<file path="src/rtl/stopwatch_key_ctrl_pkg.sv">
// Shared constants for the stopwatch key controller.
//   DEBOUNCE_TIME_DEFAULT : stable-sample count for a 20 ms window at 50 MHz
//   CNT_W                 : width of each key's stability counter
//   key_state_t           : debounce FSM state encoding
//   is_held()             : debounced "key held" level for a given FSM state
package stopwatch_key_ctrl_pkg;

  localparam int unsigned DEBOUNCE_TIME_DEFAULT = 1000000;
  localparam int unsigned CNT_W = 20;

  typedef enum logic [1:0] {
    RELEASED     = 2'd0,
    PRESS_WAIT   = 2'd1,
    PRESSED      = 2'd2,
    RELEASE_WAIT = 2'd3
  } key_state_t;

  // While a release is still being qualified the key still counts as held.
  function automatic logic is_held(input key_state_t s);
    return (s == PRESSED) || (s == RELEASE_WAIT);
  endfunction

endpackage

</file>
<file path="src/rtl/stopwatch_key_ctrl_key_debounce.sv">
// key_debounce: synchronizer, debounce FSM, stability counter and press-pulse
// register for one active-low push button.
// Ports:
//   clk       : clock, rising edge
//   key_reset : synchronous active-low reset
//   key       : raw asynchronous key, 0 = pressed
//   pulse     : one-cycle strobe after each accepted press
//   state     : current debounce FSM state (debug and level decode)
module key_debounce
  import stopwatch_key_ctrl_pkg::*;
#(
  parameter int unsigned DEBOUNCE_TIME = DEBOUNCE_TIME_DEFAULT
) (
  input  logic       clk,
  input  logic       key_reset,
  input  logic       key,
  output logic       pulse,
  output key_state_t state
);

  localparam logic [CNT_W-1:0] CNT_LAST = CNT_W'(DEBOUNCE_TIME - 1);

  logic [1:0]       sync;
  logic             key_s;
  logic [CNT_W-1:0] cnt;
  logic [CNT_W-1:0] cnt_next;
  key_state_t       state_next;
  logic             pulse_next;

  assign key_s = sync[1];

  always_ff @(posedge clk) begin
    if (!key_reset) begin
      sync  <= 2'b11;
      state <= RELEASED;
      cnt   <= '0;
      pulse <= 1'b0;
    end else begin
      sync  <= {sync[0], key};
      state <= state_next;
      cnt   <= cnt_next;
      pulse <= pulse_next;
    end
  end

  // The first opposite sample enters the wait state with cnt=0, so a level
  // change is accepted on the DEBOUNCE_TIME-th consecutive opposite sample
  // seen while waiting; any agreeing sample abandons the wait.
  always_comb begin
    state_next = state;
    cnt_next   = '0;
    pulse_next = 1'b0;
    case (state)
      RELEASED: begin
        if (!key_s) state_next = PRESS_WAIT;
      end
      PRESS_WAIT: begin
        if (key_s) begin
          state_next = RELEASED;
        end else if (cnt == CNT_LAST) begin
          state_next = PRESSED;
          pulse_next = 1'b1;
        end else begin
          cnt_next = cnt + 1'b1;
        end
      end
      PRESSED: begin
        if (key_s) state_next = RELEASE_WAIT;
      end
      RELEASE_WAIT: begin
        if (!key_s) begin
          state_next = PRESSED;
        end else if (cnt == CNT_LAST) begin
          state_next = RELEASED;
        end else begin
          cnt_next = cnt + 1'b1;
        end
      end
      default: state_next = RELEASED;
    endcase
  end

endmodule

</file>
<file path="src/rtl/stopwatch_key_ctrl.sv">
// stopwatch_key_ctrl: debounces the start/pause and display-freeze keys and
// keeps the run / display-refresh toggle states of the stopwatch.
// Ports:
//   clk              : 50 MHz clock, rising edge
//   key_reset        : synchronous active-low reset
//   key_start_pause  : raw start/pause key, 0 = pressed
//   key_display_stop : raw display-freeze key, 0 = pressed
//   start_pulse      : one-cycle strobe per accepted start/pause press
//   display_pulse    : one-cycle strobe per accepted display press
//   counter_work     : 1 = stopwatch is counting
//   display_work     : 1 = display follows the counter
//   led1, led2       : debounced key levels, 1 = held
module stopwatch_key_ctrl
  import stopwatch_key_ctrl_pkg::*;
#(
  parameter int unsigned DEBOUNCE_TIME = DEBOUNCE_TIME_DEFAULT
) (
  input  logic clk,
  input  logic key_reset,
  input  logic key_start_pause,
  input  logic key_display_stop,
  output logic start_pulse,
  output logic display_pulse,
  output logic counter_work,
  output logic display_work,
  output logic led1,
  output logic led2
);

  key_state_t start_state;
  key_state_t display_state;

  key_debounce #(.DEBOUNCE_TIME(DEBOUNCE_TIME)) u_start (
    .clk       (clk),
    .key_reset (key_reset),
    .key       (key_start_pause),
    .pulse     (start_pulse),
    .state     (start_state)
  );

  key_debounce #(.DEBOUNCE_TIME(DEBOUNCE_TIME)) u_display (
    .clk       (clk),
    .key_reset (key_reset),
    .key       (key_display_stop),
    .pulse     (display_pulse),
    .state     (display_state)
  );

  assign led1 = is_held(start_state);
  assign led2 = is_held(display_state);

  // Display refresh is on out of reset; counting is off.
  always_ff @(posedge clk) begin
    if (!key_reset) begin
      counter_work <= 1'b0;
      display_work <= 1'b1;
    end else begin
      if (start_pulse)   counter_work <= ~counter_work;
      if (display_pulse) display_work <= ~display_work;
    end
  end

endmodule

</file>
<file path="config.mk">
export PLATFORM = sky130hd
export DESIGN_NAME = stopwatch_key_ctrl
export DESIGN_NICKNAME = d
export VERILOG_FILES = /design/src/rtl/stopwatch_key_ctrl_pkg.sv /design/src/rtl/stopwatch_key_ctrl_key_debounce.sv /design/src/rtl/stopwatch_key_ctrl.sv
export SDC_FILE = /design/constraint.sdc
export NUM_CORES = 1
export LEC_CHECK = 0
export ABC_AREA = 1
export CORE_UTILIZATION = 50
export CTS_CLUSTER_SIZE = 25
export DETAILED_ROUTE_END_ITERATION = 7
export PLACE_DENSITY = 0.71
export REMOVE_ABC_BUFFERS = 1
export SLEW_MARGIN = 20
export SYNTH_ARGS = -nofsm -noshare
export SYNTH_HDL_FRONTEND = slang
export SYNTH_SLANG_ARGS = --single-unit
export TNS_END_PERCENT = 1
</file>
<file path="constraint.sdc">
create_clock -name clk -period 1.8 [get_ports clk]
set_clock_uncertainty 0.05 [all_clocks]
set_input_delay 0.54 -clock clk [delete_from_list [all_inputs] [get_ports clk]]
set_output_delay 0.54 -clock clk [all_outputs]
set_load 0.01 [all_outputs]
</file>
## Yosys cells after proc, flatten, opt, wreduce, memory -nomap -nowiden

Index checks and enable logic that the tools add are counted.

- Bitwise logic cells: 5
- $add $sub $neg: 2
- Equality and inequality tests: 16
- Reductions and logical operators: 8
- Mux-type cells: 24

Operators by type and width:

| cell | number |
|---|---|
| 20-bit two-way mux | 6 |
| 20-bit case mux with 2 select lines | 2 |
| 20-bit by 1-bit adder with 20-bit output (second input constant) | 2 |
| 20-bit equality test (second input constant) | 2 |
| 2-bit two-way mux | 12 |
| 2-bit case mux with 4 select lines | 2 |
| 2-bit equality test (second input constant) | 4 |
| 4-bit AND reduction | 2 |
| 3-bit by 1-bit != test with 1-bit output (second input constant) | 2 |
| 3-bit != test (second input constant) | 2 |
| 3-bit OR reduction | 2 |
| 1-bit NOT | 5 |
| 2-bit by 1-bit equality test with 1-bit output (second input constant) | 2 |
| 2-bit logical NOT | 2 |
| 2-bit by 1-bit != test with 1-bit output (second input constant) | 2 |
| 2-bit != test (second input constant) | 2 |
| 1-bit logical OR | 2 |
| 1-bit two-way mux | 2 |

- Logic and storage cells: 65
- Bits of input ports: 4
- Register bits after elaboration: 52
- Output and inout port bits: 6

## Longest topological paths before layout

Gate-level depths: netlist of the first run.

- Depth in word-level cells: 4
- Depth in mapped cells: 10
- Depth with buffers taken out: 9

## Cells and area by module

A second synthesis of the first run with hierarchy kept.

- Cell total of the unflattened synthesis: 355
- Area, all modules: 2572.5 µm²

By module, submodules not included:

| module | area an instance (µm²) | instances | sequential area each (µm²) | cells each |
|---|---|---|---|---|
| key_debounce | 1244.9 | 2 | 500.5 | 171 |
| stopwatch_key_ctrl | 82.6 | 1 | 40.0 | 13 |

## Least setup slack after synthesis of the first run

OpenSTA, ideal clock, no wires.

- Path type: flip-flop to flip-flop
- From: reg u_start.cnt[0]
- To: reg u_start.cnt[5]
- Library setup time: 0.116 ns
- Stages on the path, launching flop included: 10
- Slack: 0.372 ns
- Buffers on the path: 1
- Required time: 1.634 ns
- Arrival time: 1.262 ns
- Period minus slack after synthesis: 1.428 ns
- Cell sequence: dfxtp_1 -> ha_1 -> nand3_2 -> nor2_1 -> nand3_1 -> nand2_2 -> nor2_4 -> inv_4 -> buf_12 -> nor2_1

- Word-level cells in the longest chain between the ends: 4
- Elaborated cells on any way between the ends: 6
- Those cells by class: add/sub: 1; eq/ne: 1; mux: 4

RTL lines:

| item | RTL line | text |
|---|---|---|
| start: declaration | stopwatch_key_ctrl_key_debounce.sv:25 | `logic [CNT_W-1:0] cnt;` |
| start signal: assignment | stopwatch_key_ctrl_key_debounce.sv:41 | `cnt <= cnt_next;` |
| 20-bit by 1-bit adder with 20-bit output or 20-bit equality test (tied branches) | n/a |  |
| 20-bit two-way mux (*) | stopwatch_key_ctrl_key_debounce.sv:60, stopwatch_key_ctrl_key_debounce.sv:73 |  |
| 20-bit two-way mux, on equally long branches | stopwatch_key_ctrl_key_debounce.sv:71, stopwatch_key_ctrl_key_debounce.sv:58 |  |
| 20-bit case mux with 2 select lines (*) | stopwatch_key_ctrl_key_debounce.sv:53 | `case (state)` |

Every way passes the cells marked *; elsewhere a longest branch is shown, timed or not.
A chain may end at the register's enable or synchronous reset.

## Worst setup path after layout of the first run

- From: reg u_start.cnt[0]
- To: reg u_start.cnt[16]

The elaborated chain is that of the path after synthesis.

==> results.md, run 1 <==
- Counting along the longest clock path gives a buffer depth of 2.
- STA puts the critical path data required time at 1.95 ns.
- The worst hold path begins at u_display.sync[0].
- The number of I/O port buffers is 9.
- Power spread over the standard cell area amounts to 659.4 nW/um^2.
- The total wire length after detailed routing is 4832 um.
- The violation count after the first detailed-routing iteration is 80.
- The clock transition at the registers of the reported paths is 0.10 ns.
- After detailed routing, the number of remaining DRC violations is 0.
- The post-synthesis average cell area is roughly 7.3 sq um.
- The die width is roughly 74 um.
- The number of nets still failing antenna checks after routing is 0.
- In the final layout, the multi-input gates occupy between 1000 and 1500 sq um.
- The path class of the tightest hold or removal check is register to register.
- In this run the number of H-tree levels came out at 2.
- For this run, the number of standard cells in the final layout without fillers is 441.
- The post-layout net count is 379.
- The maximum net fanout on the critical path is 15.
- STA classifies the critical path endpoint as a register.
- The worst flop-to-flop path endpoint is u_start.cnt[16].
- The clock net in this run drives a total of 52 sinks.
- For the worst setup path, the data arrival time is 1.76 ns.
- The share of synthesized area occupied by flip-flops and latches is about two fifths.
- The number of max-slew violations in the final report came to 0.
- Counting cells, the worst reg-to-reg path comes to 8.
- The leading area contributor after synthesis is dfxtp_1.
- Entering global routing, the biggest net connects 18 pins.
- In this run, CTS created clock tree buffers numbering 5.
- The setup slack after layout is 0.1965 ns.
- The upper clock frequency limit is 0.6236 GHz.
- The count of max-cap constraint violations is 0.
- The number of failing hold endpoints at the final stage is 0.
- The detailed-route via count is 2167.
- Along the worst hold path, the cell count comes to 1.
- The post-synthesis cell count is 358.
- The final cycle utilization of the critical path is 89.09%.
- The critical path is of the register to register type.
- Setup repair after global routing left no endpoint under its margin.
- IR analysis of the VDD net gives a maximum drop of 0.5087 mV.
- In the final layout, flip-flops and latches occupy 1041 sq um.
- The initial antenna violation count came to 0.
- In this run, post-CTS hold repair placed 0 buffers.
- After detailed routing, the average wire length per cell comes to 10.96 um.
- The number of inserted filler cells in the final layout is 470.
- The worst max-slew margin expressed relative to the limit is 78.39%.
- Global routing finished with a remaining overflow of 0.
- The count of antenna diodes in the layout is 0.
- The first global-routing pass estimated 8293 um of wire.
- Synthesis inferred 52 register bits.
- The number of cells after detailed placement is 433.
- The core area is between 4000 and 5000 sq um.
- Before CTS, the worst setup slack after placement is -0.02008 ns.
- Using the TritonRoute via totals, the vias-per-cell ratio works out to approximately 4.9.
- STA classifies the critical path startpoint as a register.
- The top cell types in the final layout, fill and taps aside, are nor2_1 (83), nand2_1 (64), dfxtp_1 (52).
- For the pin with the worst max-slew slack, the measured transition is 0.3237 ns.
- In this run the cell area of the synthesized design comes to 2620 sq um.
- After layout, the minimum clock period comes to 1.604 ns.
- The worst hold path terminates at u_display.sync[1].
- The effective utilization at floorplan is 53.69%.
- TritonCTS built the clock tree.
- Yosys attributes the largest share of cell area to dfxtp_1 (40%), nor2_1 (12%), nand2_1 (9.2%).
- Pin placement for this block handled 10 I/O pins.
- The area of the die is 5534 sq um.
- The worst reg-to-reg setup slack is 0.20 ns.
- The placed wire-length estimate is ~3700 um.
- Routability-driven placement finished with a final weighted congestion of 0.9116.
- The run finished with clean final reports.
- Yosys printed 0 warnings.
- The leakage power summed over all cells is 0.9932 nW.
- The global router's overall resource usage is 19.53%.
- The share of the core filled with cells in the final layout is 58.92%.
- The synthesized netlist contains 32 unique library cells.
- The initialized floorplan defines 25 standard-cell rows.
- The final setup violation count is 0.
- The number of gates resized after CTS is 6.
- In this run the biggest area consumer among cell types represents 39.73% of the synthesized area.
- The library cell used as clock root buffer is clkbuf_8.
- The clock reaches the later pin of the worst-skew pair after 0.31 ns.
- In this run the vertical extent of the chip is 74.39 um.
- The number of detailed-routing iterations run before antenna repair is 4.
- The origin of the critical flop-to-flop path is u_start.cnt[0].
- The area growth from synthesis to final layout is 9.742%.
- Leaving out fill and tap cells, the most frequent cell in the layout is nor2_1.
- The number of global-route vias before repair is 2050.
- Once the clock tree was built, the setup fixing pass inserted 0 buffers.
- The fraction of layout instances using a drive strength above 1 is about 14%.
-- worst max-delay path by stage --
stage | to | cells after the start | startpoint
5_1_grt | u_start.cnt[14] | 8 | u_start.cnt[0]
6_report | u_start.cnt[16] | 8 | u_start.cnt[0]
4_1_cts | u_start.cnt[16] | 8 | u_start.cnt[0]
3_3_place_gp | u_start.cnt[14] | 5 | key_reset
3_5_place_dp | u_start.cnt[16] | 5 | key_reset
2_1_floorplan | u_start.cnt[14] | 7 | u_start.cnt[0]
-- power by group --
part / internal (mW) / switching [mW]
clock network: 0.276 / 0.396
logic: 0.0274 / 0.0287
registers: 1.16 / 0.00826
-- metrics by stage --
step                      hold slack [ns]  setup TNS [ns]  cell area (sq um)  power, mW
after floorplan                    0.3425               0               2574      1.226
after global placement             0.3516               0               2790      1.253
after detailed placement           0.3536        -0.08860               2790      1.254
after CTS                          0.3819               0               2875      1.931
after global routing               0.4016               0               2875      1.984
final                              0.3789               0               2875      1.896
-- critical path, cell delays in order (launching register included) --
cell     delay (ns)
dfxtp_1        0.38
ha_1           0.21
nand3_2        0.16
nor2_1         0.14
nand3_1        0.10
nand2_2        0.14
nor2_4         0.06
inv_4          0.18
nor2_1         0.07
-- synth_stat cells --
library cell and number:
a21oi_1 2, a31o_2 1, buf_12 1, buf_4 1, buf_6 1, clkbuf_1 2
dfxtp_1 52, ha_1 2, inv_1 35, inv_2 2, inv_4 1, nand2_1 64
nand2_2 5, nand2_4 1, nand3_1 13, nand3_2 2, nand4_1 11, nand4_2 1
nand4_4 1, nor2_1 83, nor2_2 12, nor2_4 7, nor3_1 16, nor3_2 2
nor4_1 1, nor4b_1 1, o21ai_0 5, o21ai_1 2, o21bai_1 1, or2_2 5
xnor2_1 10, xor2_1 15
-- state kept, by name, summed over array words and instances, names as in the netlist, 2 cells and up, named ones only --
name,cells
u_display.cnt,20
u_start.cnt,20
u_display.sync,2
u_start.sync,2
-- area by class of cell --
| cell class | count | share of cell area (%) |
|---|---|---|
| repair buffers | 13 | 4.352 |
| flip-flops and latches | 52 | 36.21 |
| clock buffers | 5 | 2.393 |
| well taps | 67 | 2.916 |
| inverters | 38 | 5.048 |
| multi-input cells | 263 | 48.26 |
| clock inverters | 3 | 0.8268 |
-- cells by family after synthesis --
family / share of synthesized area, %
AOI/OAI and AO/OA: 2.340
adders and majority gates: 0.9550
and+or+nand+nor: 41.31
xor gates and xnor gates: 8.357
DFF: 39.73
buffers and inverters: 7.307
-- routing by layer --
metal / wire length [um] / global-route usage, %
met5: 0 / 0
met2: 2425 / 35.64
met4: 104 / 8.176
met3: 142 / 6.233
met1: 2160 / 20.57
No activity file was read; power rests on OpenSTA's default activity.
==> run 2, diff against run 1 <==
- TNS_END_PERCENT: 1 -> 50
==> results of run 2 <==
The final DEF is identical to that of run 1; final timing and power are the same.
==> run 3, diff against run 2 <==
- CORE_ASPECT_RATIO: not set -> 0.75
- SETUP_SLACK_MARGIN: not set -> 0.1
- clock period: 1.8 -> 2.1 ns (I/O delays scaled with it)
==> run 3 against run 2 <==
  * Clock power decreased by 14%
  * Sequential share of layout area rose by 0.51 points
  * Critical path depth is 7 lower
  * Via count grew 0.92%
  * Total power is 14% lower
  * Core utilization shrank 1.6 points
  * Setup slack got worse by 0.021 ns
  * First-iteration DRC count increased by 130%
  * Clock-buffer cell count up 1
  * Cell count is 2.5% lower
==> results.md, run 3 (synthesized netlist as in run 1, its figures left out) <==
- The global router's overall resource usage came to 21.85% (was 19.53%).
- The number of buffers created by CTS is 5 (unchanged).
- The post-route worst hold slack is 0.3757 ns (was 0.3789 ns).
- The count of max-cap constraint violations is 0 (unchanged).
- The critical path buffer and inverter count is 1 (unchanged).
- The library cell contributing the largest single delay on the critical path is clkdlybuf4s50_1 (was dfxtp_1).
- The number of inserted filler cells in the final layout is 456 (was 470).
- The total global routing overflow is 0 (unchanged).
- The die width is 85.59 um (was 74.39 um).
- The number of hold buffers added after cts was 0 (unchanged).
- The part of the power in registers was 61.6% (about the same).
- Cell-by-cell trace of the critical path: clkdlybuf4s50_1 (was ha_1 > nand3_2 > nor2_1 > nand3_1 > nand2_2 > nor2_4 > inv_4 > nor2_1).
- The number of failing hold endpoints at the final stage is 0 (unchanged).
- The sort of element at the start of the critical path was a register (unchanged).
- The wire length of the first global-routing pass was 9411 um (was 8293 um).
- Outcome: completed (unchanged).
- The combinational fraction of design power is 2.8% (was 3.0%).
- The number of instances on the worst hold path is 1 (unchanged).
- The buffer depth of the longest clock path is 2 (unchanged).
- The total wire length after detailed routing came to 5370 um (was 4832 um).
- The final weighted congestion of routability-driven global placement is 0.8890 (was 0.9116).
- The worst max-slew margin expressed relative to the limit is 74.52% (was 78.39%).
- The switching share of power was 21.42% (was 22.82%).
- The most frequent standard cell in the layout excluding fill and tap cells is nor2_1 (unchanged).
- The cell count of the worst reg-to-reg path is 8 (unchanged).
- The highest ir drop seen on vdd is 0.4204 mV (was 0.5087 mV).
- The upper clock frequency limit is 0.5196 GHz.
- Commonest cells after routing, fill and taps aside: nor2_1 (83), nand2_1 (64), dfxtp_1 (51) (was nor2_1 (83), nand2_1 (64), dfxtp_1 (52)).
- The H-tree depth was 2 (unchanged).
- The final setup violation count is 0 (unchanged).
- The final cycle utilization of the critical path is about nine tenths.
- The placed wire-length estimate is 4097 um (was 3705 um).
- The number of global-route vias before repair was 2038 (was 2050).
- The cell row count is 22 (was 25).
- The clock transition at the registers of the reported paths is 0.09 ns (was 0.10 ns).
- The number of sinks on the clock net is 52 (unchanged).
- The initial antenna violation count was 0 (unchanged).
- The number of DRC violations after detailed routing is 0 (unchanged).
- The startpoint-to-endpoint class of the critical path is register to output pin (was register to register).
- The clock insertion delay at the later pin of the skew report is 0.30 ns (was 0.31 ns).
- The arrival time at the worst endpoint is 1.24 ns (was 1.76 ns).
- The number of I/O pins came to 10 (unchanged).
- The number of max-slew violations in the final report was 0 (unchanged).
- The maximum net fanout on the critical path is 4 (was 15).
- The count of antenna diodes in the layout came to 0 (unchanged).
- The number of gates on the worst path with buffers counted is 1 (was 8).
- The design internal power was 1.279 mW (was 1.463 mW).
- The overall die height is 64.69 um (was 74.39 um).
- Leading registers by flop count: u_display.cnt: 20 flops, u_start.cnt: 20 flops (unchanged).
- The library cell used as clock root buffer is clkbuf_8 (unchanged).
- The number of nets still failing antenna checks after routing is 0 (unchanged).
- The critical path's top delay family is buffers and inverters (was simple AND/OR/NAND/NOR gates).
- The setup TNS after final layout is 0 ns (unchanged).
- The area of placed instances is 2746 sq um (was 2790 sq um).
- The switching power of the nets is 0.3486 mW (was 0.4327 mW).
- The maximum number of pins on one net before global-route repair came to 16 (was 18).
- The fraction of power consumed by the clock network is 35.6% (was 35.4%).
- The pin slew with the least headroom to its limit is 0.3793 ns (was 0.3237 ns).
- The area growth from synthesis to final layout came to 8.357% (was 9.742%).
- The TritonCTS clock tree was done (unchanged).
- The post-layout net count is 376 (was 379).
- The violation count after the first detailed-routing iteration was 180 (was 80).
- The core area is 4955 sq um (was 4880 sq um).
- The critical path's largest stage delay is 0.56 ns (was 0.38 ns).
- Unrepaired setup endpoints after global routing: false (unchanged).
- The power per unit of standard cell area was 573.3 nW/um^2 (was 659.4 nW/um^2).
- After layout, the minimum clock period comes to a little under 2 ns.
- The area of the die was 5536 sq um (was 5534 sq um).
- The detailed-route via count is 2187 (was 2167).
- The type of the most critical hold path is register to register (unchanged).
- The capturing element type of the critical path is an output pin (was register).
- The routed wirelength normalized by instance count is 12.49 um (was 10.96 um).
- The number of I/O port buffers is 9 (unchanged).
- The fraction of layout instances using a drive strength above 1 is 13.24% (was 13.90%).
- The final standard cell area without fillers is 2839 sq um (was 2875 sq um).
- The number of detailed-routing iterations run before antenna repair is 5 (was 4).
- The required time of the critical path was 1.42 ns (was 1.95 ns).
- The mean number of vias per cell is 5.086 (was 4.914).
- The leakage power summed over all cells is 0.9598 nW (was 0.9932 nW).
- The effective utilization at floorplan is 52.88% (was 53.69%).
[run 3: changes by cell type in the layout (fill, tap and decap cells not counted), sizes merged]
cell	delta
buf	-3
clkdlybuf4s50	+6
dlygate4sd2	-6
clkbuf	+1
clkinvlp	-2
[run 3: cell type report]
class | instances | area (sq um) | area share [%]
multi-input combinational | 263 | 1388 | 48.88
sequential | 52 | 1042 | 36.71
inverter | 38 | 145.1 | 5.112
timing repair buffer | 10 | 97.59 | 3.438
clock buffer | 6 | 82.58 | 2.909
tap | 60 | 75.07 | 2.644
clock inverter | 1 | 8.758 | 0.3085
[run 3: metrics by stage]
step / std cells / utilization (%) / total power [mW] / worst slack (ns)
floorplan: 353 / - / 1.051 / 0.6967
global placement: 423 / 55.43 / 1.070 / 0.1536
detailed placement: 423 / 55.43 / 1.070 / 0.1073
CTS: 430 / 57.27 / 1.655 / 0.1426
global route: 430 / 57.30 / 1.706 / 0.1114
finish: 430 / 57.30 / 1.628 / 0.1755
[run 3: final timing paths]
kind | startpoint | end | slack (ns)
worst max-delay path | register | led1 | 0.18
worst min-delay path | u_display.sync[0] | u_display.sync[1] | 0.38
worst max register to register | u_display.cnt[0] | u_display.cnt[19] | 0.41
worst min register to register | u_display.sync[0] | u_display.sync[1] | 0.38
[run 3: power groups by stage]
stage,combinational [mW],clock (mW),sequential (mW)
floorplan,0.0260,0,1.02
global placement,0.0447,0,1.02
detailed placement,0.0455,0,1.02
CTS,0.0457,0.607,1.00
global route,0.0506,0.651,1.00
finish,0.0459,0.579,1.00
[run 3: per-layer routing]
metal  up-vias  global-route usage (%)  part of all wire, %
met4         0                   7.500                 0.99
li1       1148                       -                    -
met5         -                       0                    0
met2        61                   29.40                   37
met3         6                   4.076                  5.3
met1       972                   34.13                   57
[run 3: timing repair]
action                                  4_1_cts  5_1_grt
gates resized for setup                       0        1
buffers inserted                              0        0
endpoints found under the setup margin        0        1
